===== config.mk =====
export PLATFORM = sky130hd
export DESIGN_NAME = alu_sequencer_flat
export DESIGN_NICKNAME = d
export VERILOG_FILES = /design/src/rtl/alu_sequencer_pkg.sv /design/src/rtl/alu_sequencer_if.sv /design/src/rtl/alu_sequencer.sv /design/src/flat_wrapper.sv
export SDC_FILE = /design/constraint.sdc
export NUM_CORES = 1
export LEC_CHECK = 0
export CAP_MARGIN = 25
export CORE_MARGIN = 8
export CORE_UTILIZATION = 38
export CTS_BUF_LIST = sky130_fd_sc_hd__clkbuf_16
export DETAILED_ROUTE_END_ITERATION = 12
export MAX_ROUTING_LAYER = met4
export PLACE_DENSITY = 0.77
export RECOVER_POWER = 25
export SLEW_MARGIN = 20
export SYNTH_ARGS = -nofsm -noshare
export SYNTH_HDL_FRONTEND = slang
export SYNTH_SLANG_ARGS = --single-unit

===== constraint.sdc =====
create_clock -name clk -period 2.4 [get_ports clk]
set_input_delay 0.6 -clock clk [delete_from_list [all_inputs] [get_ports clk]]
set_output_delay 0.6 -clock clk [all_outputs]
set_load 0.05 [all_outputs]

===== src/rtl/alu_sequencer_pkg.sv =====
// alu_sequencer_pkg: opcodes, FSM state encoding and error-bit indices shared by the sequencer and its bench.
package alu_seq_pkg;

    localparam logic [3:0] OP_NOP  = 4'b0000;
    localparam logic [3:0] OP_CLR  = 4'b0001;
    localparam logic [3:0] OP_ADD  = 4'b0010;
    localparam logic [3:0] OP_SUB  = 4'b0011;
    localparam logic [3:0] OP_MUL  = 4'b0100;
    localparam logic [3:0] OP_DIV  = 4'b0101;
    localparam logic [3:0] OP_MOD  = 4'b0110;
    localparam logic [3:0] OP_LOAD = 4'b0111;

    localparam logic [1:0] ST_IDLE = 2'd0;
    localparam logic [1:0] ST_WAIT = 2'd1;
    localparam logic [1:0] ST_RESP = 2'd2;

    localparam int ERR_RANGE = 0;
    localparam int ERR_DIV   = 1;

    // Opcodes that are sent to the external ALU rather than handled locally.
    function automatic logic is_alu_op(input logic [3:0] op);
        return (op >= OP_ADD) && (op <= OP_MOD);
    endfunction

    // Only these ops can overflow the 16-bit accumulator.
    function automatic logic is_range_op(input logic [3:0] op);
        return (op == OP_ADD) || (op == OP_SUB) || (op == OP_MUL);
    endfunction

endpackage


===== src/rtl/alu_sequencer_if.sv =====
// alu_sequencer_if: command/response valid-ready channels between the host and the sequencer.
//   cmd_valid/cmd_ready/cmd_op/cmd_data : command channel (host -> sequencer)
//   rsp_valid/rsp_ready/rsp_data/rsp_err: response channel (sequencer -> host)
interface alu_sequencer_if;

    logic        cmd_valid;
    logic        cmd_ready;
    logic [3:0]  cmd_op;
    logic [15:0] cmd_data;
    logic        rsp_valid;
    logic        rsp_ready;
    logic [31:0] rsp_data;
    logic [1:0]  rsp_err;

    modport master (
        output cmd_valid, cmd_op, cmd_data, rsp_ready,
        input  cmd_ready, rsp_valid, rsp_data, rsp_err
    );

    modport slave (
        input  cmd_valid, cmd_op, cmd_data, rsp_ready,
        output cmd_ready, rsp_valid, rsp_data, rsp_err
    );

endinterface


===== src/rtl/alu_sequencer.sv =====
// alu_sequencer: drives a combinational ALU from a command stream and holds a 16-bit accumulator.
//   clk, rst_n            : clock (rising edge), asynchronous active-low reset
//   bus (slave)           : command / response handshake channels
//   o_acc                 : accumulator
//   o_alu_in1/in2/op      : registered operands and opcode to the ALU
//   i_alu_out, i_alu_err  : ALU result and error flags
module alu_sequencer
    import alu_seq_pkg::*;
#(
    parameter int SETTLE = 2
) (
    input  logic                  clk,
    input  logic                  rst_n,
    alu_sequencer_if.slave        bus,
    output logic [15:0]           o_acc,
    output logic [15:0]           o_alu_in1,
    output logic [15:0]           o_alu_in2,
    output logic [3:0]            o_alu_op,
    input  logic [31:0]           i_alu_out,
    input  logic [1:0]            i_alu_err
);

    logic [1:0]  r_state;
    logic [7:0]  r_cnt;
    logic [15:0] r_acc;
    logic [31:0] r_rsp_data;
    logic [1:0]  r_rsp_err;
    logic [15:0] r_alu_in1;
    logic [15:0] r_alu_in2;
    logic [3:0]  r_alu_op;

    logic [15:0] w_loc_acc;
    logic [31:0] w_loc_data;
    logic [1:0]  w_loc_err;
    logic        w_div_err;
    logic        w_unused;

    assign bus.cmd_ready = (r_state == ST_IDLE);
    assign bus.rsp_valid = (r_state == ST_RESP);
    assign bus.rsp_data  = r_rsp_data;
    assign bus.rsp_err   = r_rsp_err;
    assign o_acc         = r_acc;
    assign o_alu_in1     = r_alu_in1;
    assign o_alu_in2     = r_alu_in2;
    assign o_alu_op      = r_alu_op;

    // The ALU's own range flag is not trusted; range is derived from the upper result half.
    assign w_unused  = i_alu_err[ERR_RANGE];
    assign w_div_err = i_alu_err[ERR_DIV];

    // Results of the locally handled ops (NOP, CLR, LOAD, invalid 1xxx).
    always_comb begin
        w_loc_acc  = (bus.cmd_op == OP_CLR)  ? 16'd0 :
                     (bus.cmd_op == OP_LOAD) ? bus.cmd_data : r_acc;
        w_loc_data = (bus.cmd_op == OP_NOP)  ? {16'd0, r_acc} :
                     (bus.cmd_op == OP_LOAD) ? {16'd0, bus.cmd_data} : 32'd0;
        w_loc_err  = bus.cmd_op[3] ? 2'b11 : 2'b00;
    end

    always_ff @(posedge clk or negedge rst_n) begin
        if (!rst_n) begin
            r_state    <= ST_IDLE;
            r_cnt      <= 8'd0;
            r_acc      <= 16'd0;
            r_rsp_data <= 32'd0;
            r_rsp_err  <= 2'b00;
            r_alu_in1  <= 16'd0;
            r_alu_in2  <= 16'd0;
            r_alu_op   <= 4'd0;
        end else begin
            case (r_state)
                ST_IDLE: begin
                    if (bus.cmd_valid && is_alu_op(bus.cmd_op)) begin
                        r_alu_in1 <= r_acc;
                        r_alu_in2 <= bus.cmd_data;
                        r_alu_op  <= bus.cmd_op;
                        r_cnt     <= 8'(SETTLE - 1);
                        r_state   <= ST_WAIT;
                    end else if (bus.cmd_valid) begin
                        r_acc      <= w_loc_acc;
                        r_rsp_data <= w_loc_data;
                        r_rsp_err  <= w_loc_err;
                        r_state    <= ST_RESP;
                    end
                end
                ST_WAIT: begin
                    if (r_cnt == 8'd0) begin
                        // A divide error suppresses the result and leaves ACC untouched.
                        r_rsp_data <= w_div_err ? 32'd0 : i_alu_out;
                        r_rsp_err  <= {w_div_err, is_range_op(r_alu_op) & (|i_alu_out[31:16])};
                        r_acc      <= w_div_err ? r_acc : i_alu_out[15:0];
                        r_state    <= ST_RESP;
                    end else begin
                        r_cnt <= r_cnt - 8'd1;
                    end
                end
                ST_RESP: begin
                    if (bus.rsp_ready) r_state <= ST_IDLE;
                end
                default: r_state <= ST_IDLE;
            endcase
        end
    end

endmodule


===== src/flat_wrapper.sv =====
// flat-port wrapper written by rule: the top's interface ports become plain ports
module alu_sequencer_flat import alu_seq_pkg::*;
#(
    parameter int SETTLE = 2
)
  (clk, rst_n, o_acc, o_alu_in1, o_alu_in2, o_alu_op, i_alu_out, i_alu_err, bus_cmd_valid, bus_cmd_op, bus_cmd_data, bus_rsp_ready, bus_cmd_ready, bus_rsp_valid, bus_rsp_data, bus_rsp_err);
  alu_sequencer_if bus_i ();
  input  logic clk;
  input  logic rst_n;
  output logic [15:0] o_acc;
  output logic [15:0] o_alu_in1;
  output logic [15:0] o_alu_in2;
  output logic [3:0] o_alu_op;
  input  logic [31:0] i_alu_out;
  input  logic [1:0] i_alu_err;
  input wire logic [$bits(bus_i.cmd_valid)-1:0] bus_cmd_valid;
  input wire logic [$bits(bus_i.cmd_op)-1:0] bus_cmd_op;
  input wire logic [$bits(bus_i.cmd_data)-1:0] bus_cmd_data;
  input wire logic [$bits(bus_i.rsp_ready)-1:0] bus_rsp_ready;
  output wire logic [$bits(bus_i.cmd_ready)-1:0] bus_cmd_ready;
  output wire logic [$bits(bus_i.rsp_valid)-1:0] bus_rsp_valid;
  output wire logic [$bits(bus_i.rsp_data)-1:0] bus_rsp_data;
  output wire logic [$bits(bus_i.rsp_err)-1:0] bus_rsp_err;
  assign bus_i.cmd_valid = bus_cmd_valid;
  assign bus_i.cmd_op = bus_cmd_op;
  assign bus_i.cmd_data = bus_cmd_data;
  assign bus_i.rsp_ready = bus_rsp_ready;
  assign bus_cmd_ready = bus_i.cmd_ready;
  assign bus_rsp_valid = bus_i.rsp_valid;
  assign bus_rsp_data = bus_i.rsp_data;
  assign bus_rsp_err = bus_i.rsp_err;
  alu_sequencer #(.SETTLE(SETTLE)) u_core (.clk(clk), .rst_n(rst_n), .bus(bus_i), .o_acc(o_acc), .o_alu_in1(o_alu_in1), .o_alu_in2(o_alu_in2), .o_alu_op(o_alu_op), .i_alu_out(i_alu_out), .i_alu_err(i_alu_err));
endmodule

==> impl.org <==
** CTS
- Clock-pin slew was measured on the worst setup and hold paths at 60 ps.
- TritonCTS built the clock tree.
- Largest buffer count on any clock path :: 2
- Hold Buf Count CTS :: 0
- Later-pin clock latency in the skew report :: 350 ps
- In this run the number of H-tree levels came out at 3.
- Master cell of the clock root buffer :: clkbuf_16
- Buffers inserted during clock tree synthesis total 9.
- The tree built by TritonCTS fans out to 96 sinks.

** Detailed routing
- The count of nets left with antenna violations once routing finished came out at 0.
- Remaining design rule violation count :: 0
- Drt first pass iters :: 4
- For this block, the initial DRC count from the detailed router was 176.
- Wirelength, routed :: 13.0 mm
- Via count :: 3657
- Detailed-route vias per instance :: 5.26
- Dividing the detail-routed wire length by the instance count gives 18.7 µm.

** Timing
- Subtracting the final worst setup slack from the clock period gives 2310 ps.
- Setup violations remaining at the end of the flow were counted as 0.
- Final worst-path setup slack :: 85.3 ps
- Period Utilization, post-route :: 96.4%
- Headroom to the max-slew limit came out at 23.0%.
- Final number of max-transition violations :: 0
- The total count of hold-check failures in the final report came to 0.
- Clock skew after layout :: 9.48 ps
- Maximum clock rate :: 0.432 GHz
- Worst-margin pin slew :: 1160 ps

** Setup path
- Data on the critical path arrives at its endpoint at 2540 ps.
- Start of the worst register-to-register path :: u_core.r_cnt[0]
- Of all nets on the critical path, the largest fanout is 16.
- The critical path is of the reg -> reg type.
- The worst setup path is captured at a flop.
- Measured in cells, the most critical reg-to-reg path has a length of 8.
- Terminus of the critical flop-to-flop path :: u_core.bus.rsp_data[10]
- Reg-to-reg slack, setup :: 90 ps
- Required time of the critical path :: 2630 ps
- The most critical setup path has its startpoint at u_core.r_cnt[0].
- The worst setup path is launched from a flop.
- Following the worst setup path forward leads to its endpoint at u_core.bus.rsp_data[10].

** Floorplanning
- In this run the core area contains 40 standard-cell rows.
- In this run the vertical extent of the chip is 125 µm.
- Horizontal die dimension :: 125 µm
- Total die area :: 0.0157 mm²
- Starting Density :: 38.3%
- Ports :: 146
- Area of the core :: 0.0119 mm²

** Place
- At the placement stage, the worst setup path has a slack of -276 ps.
- Inst Count DP :: 674
- Quantity of I/O buffers inserted on ports :: 144
- The congestion estimate from routability-driven global placement came to 0.771.
- Post-detailed-placement half-perimeter wirelength :: 9.50 mm

** Power and ir drop
- Summed over all cells, the static leakage comes to 2.92 nW.
- In this run the power density over the cells is 1410 mW/mm².
- Post-layout power :: 9.58 mW
- Worst vdd ir :: 0.000721 V

** Final layout
- Final-stage net count :: 604
- Share of cells above drive strength 1 :: 23.0%
- Finished Core Util :: 57.1%
- Once layout is complete, the cells apart from fillers number 695.
- Area overhead of the layout relative to synthesis :: 48.9%
- N_diodes :: 0
- Filler Cells Inserted :: 988

** Global route
- Antenna violations before repair :: 0
- Entering global routing, the biggest net connects 47 pins.
- The via count of the first global-routing pass was 4023.
- Global-route wire length before repair :: 21.4 mm
- After global routing the overflow that remains totals 0.
- Gr usage total :: 17.5%

** Run status
- Run status :: completed

** Synth
- Avg Inst Size Synth :: 12.4 µm²
- Among all flip-flop cells after synthesis, the most frequent one is dfrtp_1.
- Cell type with the highest aggregate area in the netlist :: dfrtp_1
- The synthesized design devotes to its leading area cell type 52.8% of total area.
- Syn Inst Count :: 367
- The netlist uses 47 different library cells.
- The synthesized design contains 96 register bits.
- Ys Warns :: 0
- Post-synth EDFFs :: 0
- List of most frequent post-synthesis cells :: dfrtp_1 (96), mux2_2 (44), inv_1 (20), nand2_1 (19)
- The synthesized netlist occupies a cell area of 0.00455 mm².
- Main area contributors after synthesis :: dfrtp_1 (53%), mux2_2 (11%), mux2_1 (4.0%)
- Synthesis produced a netlist with a net count of 427.
- Share of synthesized area occupied by flip-flops and latches :: 52.8%
- Among all cell types in the netlist, the one instantiated most often is dfrtp_1.
- Counting flops with an async set or reset pin after synthesis yields a share of 100%.

** Job
- Across the run, the number of max-cap violations was 0.

** Hold path
- The path class of the tightest hold or removal check is in -> async.
-- metal layers --
layer | vias to the layer above | track usage (%) | share of wire, %
met5 | - | - | 0
met1 | 1865 | 19.6 | 43
met2 | 102 | 29.5 | 50
li1 | 1674 | - | -
met3 | 16 | 5.01 | 6.1
met4 | 0 | 6.09 | 1.4
-- how the worst min path moves through the flow --
stage	slack (ps)	end	cells past startpoint
after floorplan	300	u_core.bus.rsp_data[0]	0
after global placement	470	u_core.o_alu_in2[2]	1
after detailed placement	470	u_core.o_alu_in2[4]	1
after CTS	280	u_core.o_alu_in1[5]	1
after global routing	520	u_core.bus.rsp_data[13]	1
final	480	u_core.o_alu_in1[5]	1
-- worst max-delay path: stages, from the launching register on --
cell,delay (ps)
dfrtp_1,390
inv_2,70
ha_1,140
or4b_4,470
or3_4,360
buf_4,140
nand2_2,110
buf_12,170
mux2_2,340
-- placed cells by master (no fill, tap or decap), types with 2 or more instances in the layout --
| cell type | instances |
|---|---|
| a21oi_1 | 18 |
| a221oi_1 | 16 |
| a22o_1 | 16 |
| buf_12 | 7 |
| buf_4 | 37 |
| clkbuf_16 | 9 |
| clkdlybuf4s50_1 | 141 |
| dfrtp_1 | 96 |
| ha_1 | 2 |
| inv_1 | 21 |
| inv_2 | 2 |
| mux2_1 | 16 |
| mux2_2 | 44 |
| mux2_4 | 10 |
| mux2i_1 | 17 |
| nand2_1 | 19 |
| nand2b_1 | 18 |
| nand4_1 | 2 |
| nor2_1 | 10 |
| nor2b_1 | 3 |
| nor3_1 | 2 |
| nor4_1 | 4 |
| o211ai_1 | 2 |
| xor2_1 | 5 |
-- power breakdown --
group | switching (mW) | internal (mW) | total [mW]
combinational | 3.31 | 2.17 | 5.48
clock | 0.608 | 0.792 | 1.40
sequential | 0.438 | 2.26 | 2.70
total | 4.36 | 5.22 | 9.58
-- logic make-up (layout without fill, tap and decap cells) --
| group | count (synthesis) | count (layout) | share of synthesized area, % |
|---|---|---|---|
| xor+xnor | 6 | 6 | 1.16 |
| flops | 96 | 96 | 52.8 |
| compound gates | 61 | 61 | 10.3 |
| mux | 87 | 87 | 21.9 |
| simple gates | 73 | 73 | 9.00 |
| fa+ha+maj | 2 | 2 | 0.550 |
| buf+inv | 42 | 223 | 4.27 |
-- registers in the layout, indices dropped and copies added, names as in the netlist --
register	count
u_core.r_cnt	8
u_core.bus.rsp_err	2
u_core.o_alu_in1	16
u_core.o_alu_in2	16
u_core.o_acc	16
u_core.r_state	2
u_core.bus.rsp_data	32
u_core.o_alu_op	4
-- stage by stage --
stage | setup TNS, ps | instance area (µm²) | hold slack, ps
after global placement | -10660 | 6450 | 467
final | 0 | 6770 | 478
after detailed placement | -14000 | 6450 | 475
after CTS | 0 | 6750 | 276
after floorplan | 0 | 4550 | 304
after global routing | -29.5 | 6770 | 521
-- area by class of cell --
cell class	count	area [µm²]	share of cell area (%)
timing repair buffer	188	1850	27.3
clock inverter	6	53.8	0.795
clock buffer	9	225	3.33
inverter	20	75.1	1.11
tap	147	184	2.72
sequential	96	2400	35.5
multi-input combinational	229	1990	29.3
-- repair_timing --
item,CTS,global route
setup buffers,1,5
pin swaps,1,0
resized for setup,0,1
endpoints found under the setup margin,16,16
Power figures use the tool's default switching activity.
